===== src/rtl/postfix_evaluator.sv =====
// postfix_evaluator
//   Evaluates a postfix token array on an internal operand stack, one token
//   per clock, and reports a single wrapped two's-complement result plus an
//   error code. Back end of the stack-based ALU.
//
// Ports
//   CLK          rising-edge clock
//   RST          asynchronous, active-high reset
//   start        load request, sampled only while idle
//   postfix      [0][i] = token value, [1][i] = kind flag (bit 0: 1 = operator)
//   token_count  number of valid tokens in slots 0..token_count-1
//   busy         high while a job is in flight, including the done cycle
//   done         one-cycle pulse when result/err_code are updated
//   result       evaluation result, held until the next done
//   err_code     0 ok, 1 underflow, 2 overflow, 3 bad operator,
//                4 unbalanced, 5 bad count
module postfix_evaluator #(
  parameter int N           = 11,
  parameter int W           = 8,
  parameter int STACK_DEPTH = 11
) (
  input  logic                       CLK,
  input  logic                       RST,
  input  logic                       start,
  input  logic [1:0][N-1:0][W-1:0]   postfix,
  input  logic [$clog2(N+1)-1:0]     token_count,
  output logic                       busy,
  output logic                       done,
  output logic [W-1:0]               result,
  output logic [2:0]                 err_code
);

  localparam int CW = $clog2(N+1);
  localparam int SW = $clog2(STACK_DEPTH+1);

  localparam logic [2:0] ERR_OK    = 3'd0;
  localparam logic [2:0] ERR_UNDER = 3'd1;
  localparam logic [2:0] ERR_OVER  = 3'd2;
  localparam logic [2:0] ERR_OP    = 3'd3;
  localparam logic [2:0] ERR_UNBAL = 3'd4;
  localparam logic [2:0] ERR_COUNT = 3'd5;

  typedef enum logic [1:0] {S_IDLE, S_RUN, S_FINISH} state_t;

  state_t               state_q, state_d;
  logic [SW-1:0]        sp_q, sp_d;
  logic [CW-1:0]        idx_q, idx_d;
  logic [CW-1:0]        count_q, count_d;
  logic [2:0]           pend_err_q, pend_err_d;
  logic [N-1:0][W-1:0]  vals_q, vals_d;
  logic [N-1:0]         kinds_q, kinds_d;
  logic                 busy_q, busy_d;
  logic                 done_q, done_d;
  logic [W-1:0]         result_q, result_d;
  logic [2:0]           err_code_q, err_code_d;

  // Operand stack; contents are don't-care after reset, so no reset term.
  logic [W-1:0]         stack_q [STACK_DEPTH];
  logic                 push_en;
  logic [SW-1:0]        push_addr;
  logic [W-1:0]         push_data;

  // Only bit 0 of each kind word carries information.
  logic [N-1:0]         kind_in;
  generate
    for (genvar gi = 0; gi < N; gi++) begin : g_kind
      logic unused_kind_hi;
      assign kind_in[gi]    = postfix[1][gi][0];
      assign unused_kind_hi = ^postfix[1][gi][W-1:1];
    end
  endgenerate

  logic [W-1:0]  tok_val;
  logic          tok_is_op;
  logic [SW-1:0] sp_m1, sp_m2;
  logic [W-1:0]  op_a, op_b;
  logic [W-1:0]  sum_w, diff_w, prod_w;

  assign tok_val   = vals_q[idx_q];
  assign tok_is_op = kinds_q[idx_q];
  assign sp_m1     = sp_q - SW'(1);
  assign sp_m2     = sp_q - SW'(2);
  assign op_a      = stack_q[sp_m2];
  assign op_b      = stack_q[sp_m1];
  assign sum_w     = op_a + op_b;
  assign diff_w    = op_a - op_b;
  // Low W bits of a two's-complement product equal those of the unsigned
  // product, so a W-bit multiply gives the wrapped signed result directly.
  assign prod_w    = op_a * op_b;

  always_comb begin
    state_d    = state_q;
    sp_d       = sp_q;
    idx_d      = idx_q;
    count_d    = count_q;
    pend_err_d = pend_err_q;
    vals_d     = vals_q;
    kinds_d    = kinds_q;
    busy_d     = busy_q;
    done_d     = 1'b0;
    result_d   = result_q;
    err_code_d = err_code_q;
    push_en    = 1'b0;
    push_addr  = sp_q;
    push_data  = tok_val;

    case (state_q)
      S_IDLE: begin
        busy_d = start;
        if (start) begin
          vals_d     = postfix[0];
          kinds_d    = kind_in;
          count_d    = token_count;
          idx_d      = '0;
          sp_d       = '0;
          pend_err_d = ERR_OK;
          if (token_count == '0 || token_count > CW'(N)) begin
            pend_err_d = ERR_COUNT;
            state_d    = S_FINISH;
          end else begin
            state_d    = S_RUN;
          end
        end
      end

      S_RUN: begin
        busy_d = 1'b1;
        idx_d  = idx_q + CW'(1);
        if (!tok_is_op) begin
          if (sp_q == SW'(STACK_DEPTH)) begin
            pend_err_d = ERR_OVER;
            state_d    = S_FINISH;
          end else begin
            push_en   = 1'b1;
            push_addr = sp_q;
            push_data = tok_val;
            sp_d      = sp_q + SW'(1);
          end
        end else if (sp_q < SW'(2)) begin
          pend_err_d = ERR_UNDER;
          state_d    = S_FINISH;
        end else begin
          push_addr = sp_m2;
          sp_d      = sp_m1;
          case (tok_val)
            W'(43): begin push_en = 1'b1; push_data = sum_w;  end
            W'(45): begin push_en = 1'b1; push_data = diff_w; end
            W'(42): begin push_en = 1'b1; push_data = prod_w; end
            default: begin
              sp_d       = sp_q;
              pend_err_d = ERR_OP;
              state_d    = S_FINISH;
            end
          endcase
        end
        // Last token consumed cleanly: wrap up on the next edge.
        if (state_d == S_RUN && idx_q == count_q - CW'(1)) begin
          state_d = S_FINISH;
        end
      end

      S_FINISH: begin
        busy_d  = 1'b1;
        done_d  = 1'b1;
        state_d = S_IDLE;
        if (pend_err_q == ERR_OK && sp_q == SW'(1)) begin
          result_d   = stack_q[0];
          err_code_d = ERR_OK;
        end else begin
          result_d   = '0;
          err_code_d = (pend_err_q != ERR_OK) ? pend_err_q : ERR_UNBAL;
        end
      end

      default: state_d = S_IDLE;
    endcase
  end

  always_ff @(posedge CLK or posedge RST) begin
    if (RST) begin
      state_q    <= S_IDLE;
      sp_q       <= '0;
      idx_q      <= '0;
      count_q    <= '0;
      pend_err_q <= ERR_OK;
      vals_q     <= '0;
      kinds_q    <= '0;
      busy_q     <= 1'b0;
      done_q     <= 1'b0;
      result_q   <= '0;
      err_code_q <= ERR_OK;
    end else begin
      state_q    <= state_d;
      sp_q       <= sp_d;
      idx_q      <= idx_d;
      count_q    <= count_d;
      pend_err_q <= pend_err_d;
      vals_q     <= vals_d;
      kinds_q    <= kinds_d;
      busy_q     <= busy_d;
      done_q     <= done_d;
      result_q   <= result_d;
      err_code_q <= err_code_d;
    end
  end

  always_ff @(posedge CLK) begin
    if (push_en) begin
      stack_q[push_addr] <= push_data;
    end
  end

  assign busy     = busy_q;
  assign done     = done_q;
  assign result   = result_q;
  assign err_code = err_code_q;

endmodule


===== config.mk =====
export PLATFORM = sky130hd
export DESIGN_NAME = postfix_evaluator
export DESIGN_NICKNAME = d
export VERILOG_FILES = /design/src/rtl/postfix_evaluator.sv
export SDC_FILE = /design/constraint.sdc
export NUM_CORES = 1
export LEC_CHECK = 0
export ABC_AREA = 1
export CAP_MARGIN = 30
export CORE_ASPECT_RATIO = 1.5
export CORE_MARGIN = 10
export CORE_UTILIZATION = 59
export CTS_CLUSTER_DIAMETER = 80
export DETAILED_ROUTE_END_ITERATION = 10
export GPL_TIMING_DRIVEN = 0
export PLACE_DENSITY = 0.87
export SLEW_MARGIN = 10
export SYNTH_ARGS = -nofsm -noshare
export SYNTH_HDL_FRONTEND = slang
export SYNTH_SLANG_ARGS = --single-unit

===== constraint.sdc =====
create_clock -name CLK -period 9.8 [get_ports CLK]
set_clock_uncertainty 0.15 [all_clocks]
set_input_delay 1.96 -clock CLK [delete_from_list [all_inputs] [get_ports CLK]]
set_output_delay 1.96 -clock CLK [all_outputs]
set_load 0.1 [all_outputs]

==> results of run 1 <==
## cell families (layout without fill, tap and decap cells)
| group | after synthesis | after routing | share of synthesized area, % |
|---|---|---|---|
| xor gates and xnor gates | 21 | 21 | 1.61 |
| adders and majority gates | 50 | 50 | 5.85 |
| and+or+nand+nor | 869 | 869 | 28.9 |
| buffers and inverters | 211 | 376 | 7.17 |
| AOI/OAI and AO/OA | 197 | 197 | 8.99 |
| DFF | 217 | 217 | 47.5 |
## Yosys cell counts (23+ instances only)
| cell | number | area (um^2) |
|---|---|---|
| a21oi_1 | 40 | 200 |
| nand2_1 | 602 | 2260 |
| edfxtp_1 | 88 | 2640 |
| ha_1 | 37 | 463 |
| nor2_1 | 79 | 297 |
| buf_2 | 23 | 115 |
| o21ai_0 | 105 | 526 |
| nand3_1 | 135 | 676 |
| clkbuf_1 | 25 | 93.8 |
| dfrtp_1 | 129 | 3230 |
| inv_1 | 126 | 473 |
## routing by layer
layer  share of wire [%]  wire length [um]  global-route usage [%]
met4                 6.7              2500                    17.3
met5                   0                 0                       0
met2                  52             19500                    48.6
met1                  33             12600                    27.1
met3                 7.9              2960                    3.95
## per-stage QoR
stage                     util [%]  cell area, um^2  cells  setup slack, ns
after floorplan                  -            12400   1565             3.85
after global routing          71.5            14700   1994             1.67
after global placement        67.7            13900   1947             2.34
after detailed placement      68.2            14000   1956             2.26
final                         71.5            14700   1994             2.03
after CTS                     71.5            14700   1994             2.21
## sequential cells by signal, summed over array words and instances, names as in the netlist
signal / flops
stack_q: 88
kinds_q: 11
busy: 1
vals_q: 88
result: 8
err_code: 3
state_q: 2
done: 1
sp_q: 4
count_q: 4
pend_err_q: 3
idx_q: 4
## critical path, delay by kind of cell, from the launching register on
kind            cells  cell delay, ns
compound gates      4            0.48
fa+ha+maj           6            2.66
buf+inv            10            2.06
flops               1            0.40
simple gates       15            1.64
## final timing paths
path / end / from / slack, ns
worst max-delay path: stack_q[4][7] / sp_q[1] / 2.03
worst min-delay path: vals_q[65] / vals_q[65] / 0.33
worst max register to register: stack_q[4][7] / sp_q[1] / 2.03
worst min register to register: vals_q[65] / vals_q[65] / 0.33
max in group asynchronous: vals_q[80] / RST / 7.06
min in group asynchronous: busy / RST / 1.67
## final cells by class
type	count	area, um^2
Clock buffer	25	551
Multi-Input combinational cell	1137	5630
Fill cell	1582	5840
Timing Repair Buffer	127	1260
Clock inverter	13	130
Tap cell	264	330
Buffer	69	352
Sequential cell	217	5870
Inverter	142	541
==> results.ini, run 1 <==
[worst_setup_path]
ff2ff_path_depth=35
crit_path_start_kind=flip-flop
cp_max_fo=13
crit_type=reg -> reg
end_kind=flip-flop
cpMaxStageDelayCell=fa_1
cp_common_cell=nand2_1
required_ns=9.81
critPathMaxStageDelay_ns=0.54
arrival_ns=7.78

[status]
status=finished clean

[die]
row_count=64
initial_core_util_pct=60.3
die_y_um=197
core_area_mm2=0.0205
io_pins=196
dieArea_mm2=0.0273
die_w_um=138

[global_routing]
grt_usage_pct=26.4
grt_pass1_vias=11800
overflow=0
grt_pass1_wl_um=58900
antenna_found_initial=0
grt_max_degree=95

[place]
hpwl_um=27600
place.gp.congestion=0.969
portBuffers=118

[detailed_routing]
ant_nets=0
vias_per_cell=5.85
wl_um=37500
drc=0
drt_iter0_drc=1251
firstDrtPassIters=7
num_vias=11700
post_drt_wl_per_cell_um=18.8

[timing]
rsz0062_at_grt=no
hold_viol_final=0
fin_crit_ns=7.77
fmax_mhz=129
setup-tns-final_ns=0
whs_ns=0.329
slew_viol_final=0
max_slew_margin_pct=25.0
setup_violations=0
post-route-period-util_pct=79.3
tightest_slew_ns=1.12

[yosys]
syn-instance-count=1565
yosys_warnings=0
synthFlopType=dfrtp_1
ys_types=44
async_reset_ff_share_pct=59.4
synth-seq-cells=217
synth-seq-area-share_pct=47.5
synth_area_mm2=0.0124
syn-num-nets=1798
syn-mean-instance-area_um2=7.90
synth_edf_count=88

[cts]
postCtsSetupBuffers=0
htree_levels=1
cts_tree=done
clk_pin_slew_ns=0.07
cts_buffers=21
clock-sinks=217
cts.repair.resized=0
cts_hold_buf=0
root_buffer=clkbuf_16
cts.path.max_buffers=3
insertion_delay_ns=0.51

[final_layout]
layout_common_cells=nand2_1 (602), nand3_1 (135), dfrtp_1 (129)
layout-area-overhead-vs-synth_pct=18.5
antenna_cells=0
nets=1948
drive_above_1_share_pct=6.59
final_common_cell=nand2_1

[hold_path]
min_path_cells=2
hold_path_class=reg -> reg

[run]
drv_cap=0

Power of run 1 is left out: the tool's default activity adds up to more than one toggle a clock period on the data nets, which glitch-free logic cannot reach.
==> run 2: changes to the inputs <==
--- a/config.mk
+++ b/config.mk
@@ -9,11 +9,11 @@
 export CAP_MARGIN = 30
 export CORE_ASPECT_RATIO = 1.5
 export CORE_MARGIN = 10
-export CORE_UTILIZATION = 59
+export CORE_UTILIZATION = 55
 export CTS_CLUSTER_DIAMETER = 80
 export DETAILED_ROUTE_END_ITERATION = 10
 export GPL_TIMING_DRIVEN = 0
-export PLACE_DENSITY = 0.87
+export PLACE_DENSITY = 0.82
 export SLEW_MARGIN = 10
 export SYNTH_ARGS = -nofsm -noshare
 export SYNTH_HDL_FRONTEND = slang
==> constraint.sdc (replaced) <==
create_clock -name CLK -period 7.82 [get_ports CLK]
set_clock_uncertainty 0.15 [all_clocks]
set_input_delay 1.564 -clock CLK [delete_from_list [all_inputs] [get_ports CLK]]
set_output_delay 1.564 -clock CLK [all_outputs]
set_load 0.1 [all_outputs]
==> run 2 against run 1 <==
Compared with the run above:
- die area up 6.4%
- via count down 1.7%
- global-route usage down 0.95 points
- register-to-register slack worse by 1.5 ns
- setup slack worse by 1.5 ns
- utilization down 5.7 points
- critical path type unchanged
- highest routed layer unchanged
==> results.ini, run 2 (synthesized netlist as in run 1, its figures left out) <==
[status]
status=finished clean

[global_routing]
grt_pass1_wl_um=59100  ; +0.25%
overflow=0  ; unchanged
grt_usage_pct=25.4  ; -0.95 points
grt_max_degree=94  ; -1.1%
grt_pass1_vias=11800  ; -0.17%
antenna_found_initial=0  ; unchanged

[timing]
fmax_mhz=136  ; +5.9%
post-route-period-util_pct=93.9  ; +15 points
max_slew_margin_pct=22.7  ; -2.4 points
tightest_slew_ns=1.16  ; +0.0353 ns
rsz0062_at_grt=no
setup-tns-final_ns=0  ; unchanged
fin_crit_ns=7.34  ; -0.434 ns
hold_viol_final=0  ; unchanged
slew_viol_final=0  ; unchanged
setup_violations=0  ; unchanged

[detailed_routing]
drt_iter0_drc=1063  ; -15%
drc=0  ; unchanged
vias_per_cell=5.73  ; -2.2%
firstDrtPassIters=8  ; +1
ant_nets=0  ; unchanged
wl_um=37700  ; +0.60%
post_drt_wl_per_cell_um=18.8  ; +0.15%
num_vias=11500  ; -1.7%

[final_layout]
antenna_cells=0  ; unchanged
nets=1946  ; -0.10%
final_common_cell=nand2_1
layout_common_cells=nand2_1 (602), nand3_1 (135), dfrtp_1 (129)
layout-area-overhead-vs-synth_pct=18.2
reg_top3=stack_q: 88 flops, vals_q: 88 flops, kinds_q: 11 flops
drive_above_1_share_pct=6.89  ; +0.30 points
final_util_pct=65.8  ; -5.7 points
final_area_mm2=0.0146  ; -0.26%

[die]
die_w_um=142  ; +3.1%
row_count=67  ; +4.7%
die_y_um=204  ; +3.2%
io_pins=196  ; unchanged
initial_core_util_pct=55.7  ; -4.7 points
core_area_mm2=0.0222  ; +8.4%
dieArea_mm2=0.0290  ; +6.4%

[worst_setup_path]
cp_common_cell=nand2_1
cpMaxStageDelayCell=fa_1
ff2ff_path_depth=35  ; unchanged
crit_path_start_kind=flip-flop
cp_num_buf_inv=10  ; unchanged
arrival_ns=7.35  ; -0.43 ns
timing.rr.start=sp_q[1]
end_kind=flip-flop
cp_max_fo=13  ; unchanged
cp_top_family=adder cells
r2r-end=stack_q[9][7]
reg2reg_slack_ns=0.48  ; -1.55 ns
crit_type=reg -> reg
required_ns=7.83  ; -1.98 ns
critPathMaxStageDelay_ns=0.56  ; +0.02 ns

[place]
hpwl_um=28400  ; +3.0%
dpl_cell_area_mm2=0.0140  ; about the same
place.gp.congestion=0.960  ; -0.87%
portBuffers=118  ; unchanged

[cts]
insertion_delay_ns=0.50  ; about the same
clk_pin_slew_ns=0.06  ; about the same
clock-sinks=217  ; unchanged
cts_tree=done
cts.path.max_buffers=3  ; unchanged
htree_levels=1  ; unchanged
cts_buffers=21  ; unchanged
root_buffer=clkbuf_16

[hold_path]
hold_path_class=reg -> reg
hp-start=err_code[0]
min_path_cells=2  ; unchanged
min_to=err_code[0]

[run]
drv_cap=0  ; unchanged

[run 2: changes by cell type in the layout (fill, tap and decap cells not counted), moves of 2 or more]
cell,before,now
nor3_1,12,10
clkbuf_4,0,2
clkbuf_1,28,26
clkbuf_2,0,3
bufinv_16,2,0
clkinv_1,9,7
nor3_2,6,8
[run 2: stage by stage]
step	hold WS [ns]	worst slack [ns]	std cells
floorplan	0.294	1.87	1565
global placement	0.306	0.242	1959
detailed placement	0.311	0.209	1966
CTS	0.327	0.168	2003
global route	0.347	0.0639	2003
finish	0.324	0.480	2003
[run 2: worst max-delay path by stage]
| stage | start | to | slack (ns) | cells after the start |
|---|---|---|---|---|
| 6_report | sp_q[1] | stack_q[9][7] | 0.48 | 35 |
| 5_1_grt | sp_q[1] | stack_q[9][7] | 0.06 | 37 |
| 4_1_cts | sp_q[1] | stack_q[9][7] | 0.17 | 35 |
| 3_5_place_dp | sp_q[1] | stack_q[0][7] | 0.21 | 35 |
| 3_3_place_gp | sp_q[1] | stack_q[0][7] | 0.24 | 35 |
| 2_1_floorplan | sp_q[1] | stack_q[0][7] | 1.87 | 37 |
[run 2: timing repair]
item,in CTS,in global routing
hold buffers,0,0
setup endpoints to repair,0,11
setup buffers,0,0
resized for setup,0,11
[run 2: metal layers]
metal	up-vias	track usage [%]	part of all wire, %
li1	5369	-	-
met1	5353	26.1	34
met2	586	46.7	53
met3	165	3.51	6.6
met4	0	16.3	6.7
met5	-	0	0
[run 2: area by class of cell]
| type | count | area (um^2) |
|---|---|---|
| inverters | 142 | 548 |
| fillers | 1842 | 7600 |
| flip-flops and latches | 217 | 5870 |
| plain buffers | 69 | 357 |
| repair buffers | 125 | 1240 |
| clock inverters | 10 | 55.1 |
| multi-input cells | 1137 | 5640 |
| well taps | 276 | 345 |
| clock buffers | 27 | 556 |
[run 2: worst register-to-register path: cells and delay by family (launching register included)]
kind | cells | cell delay, ns
AO/OA/AOI/OAI | 4 | 0.48
adder cells (fa/ha/maj) | 6 | 2.69
buffers and inverters | 10 | 1.73
flip-flops | 1 | 0.38
AND/OR/NAND/NOR | 15 | 1.57
Power of run 2 is left out for the same reason.
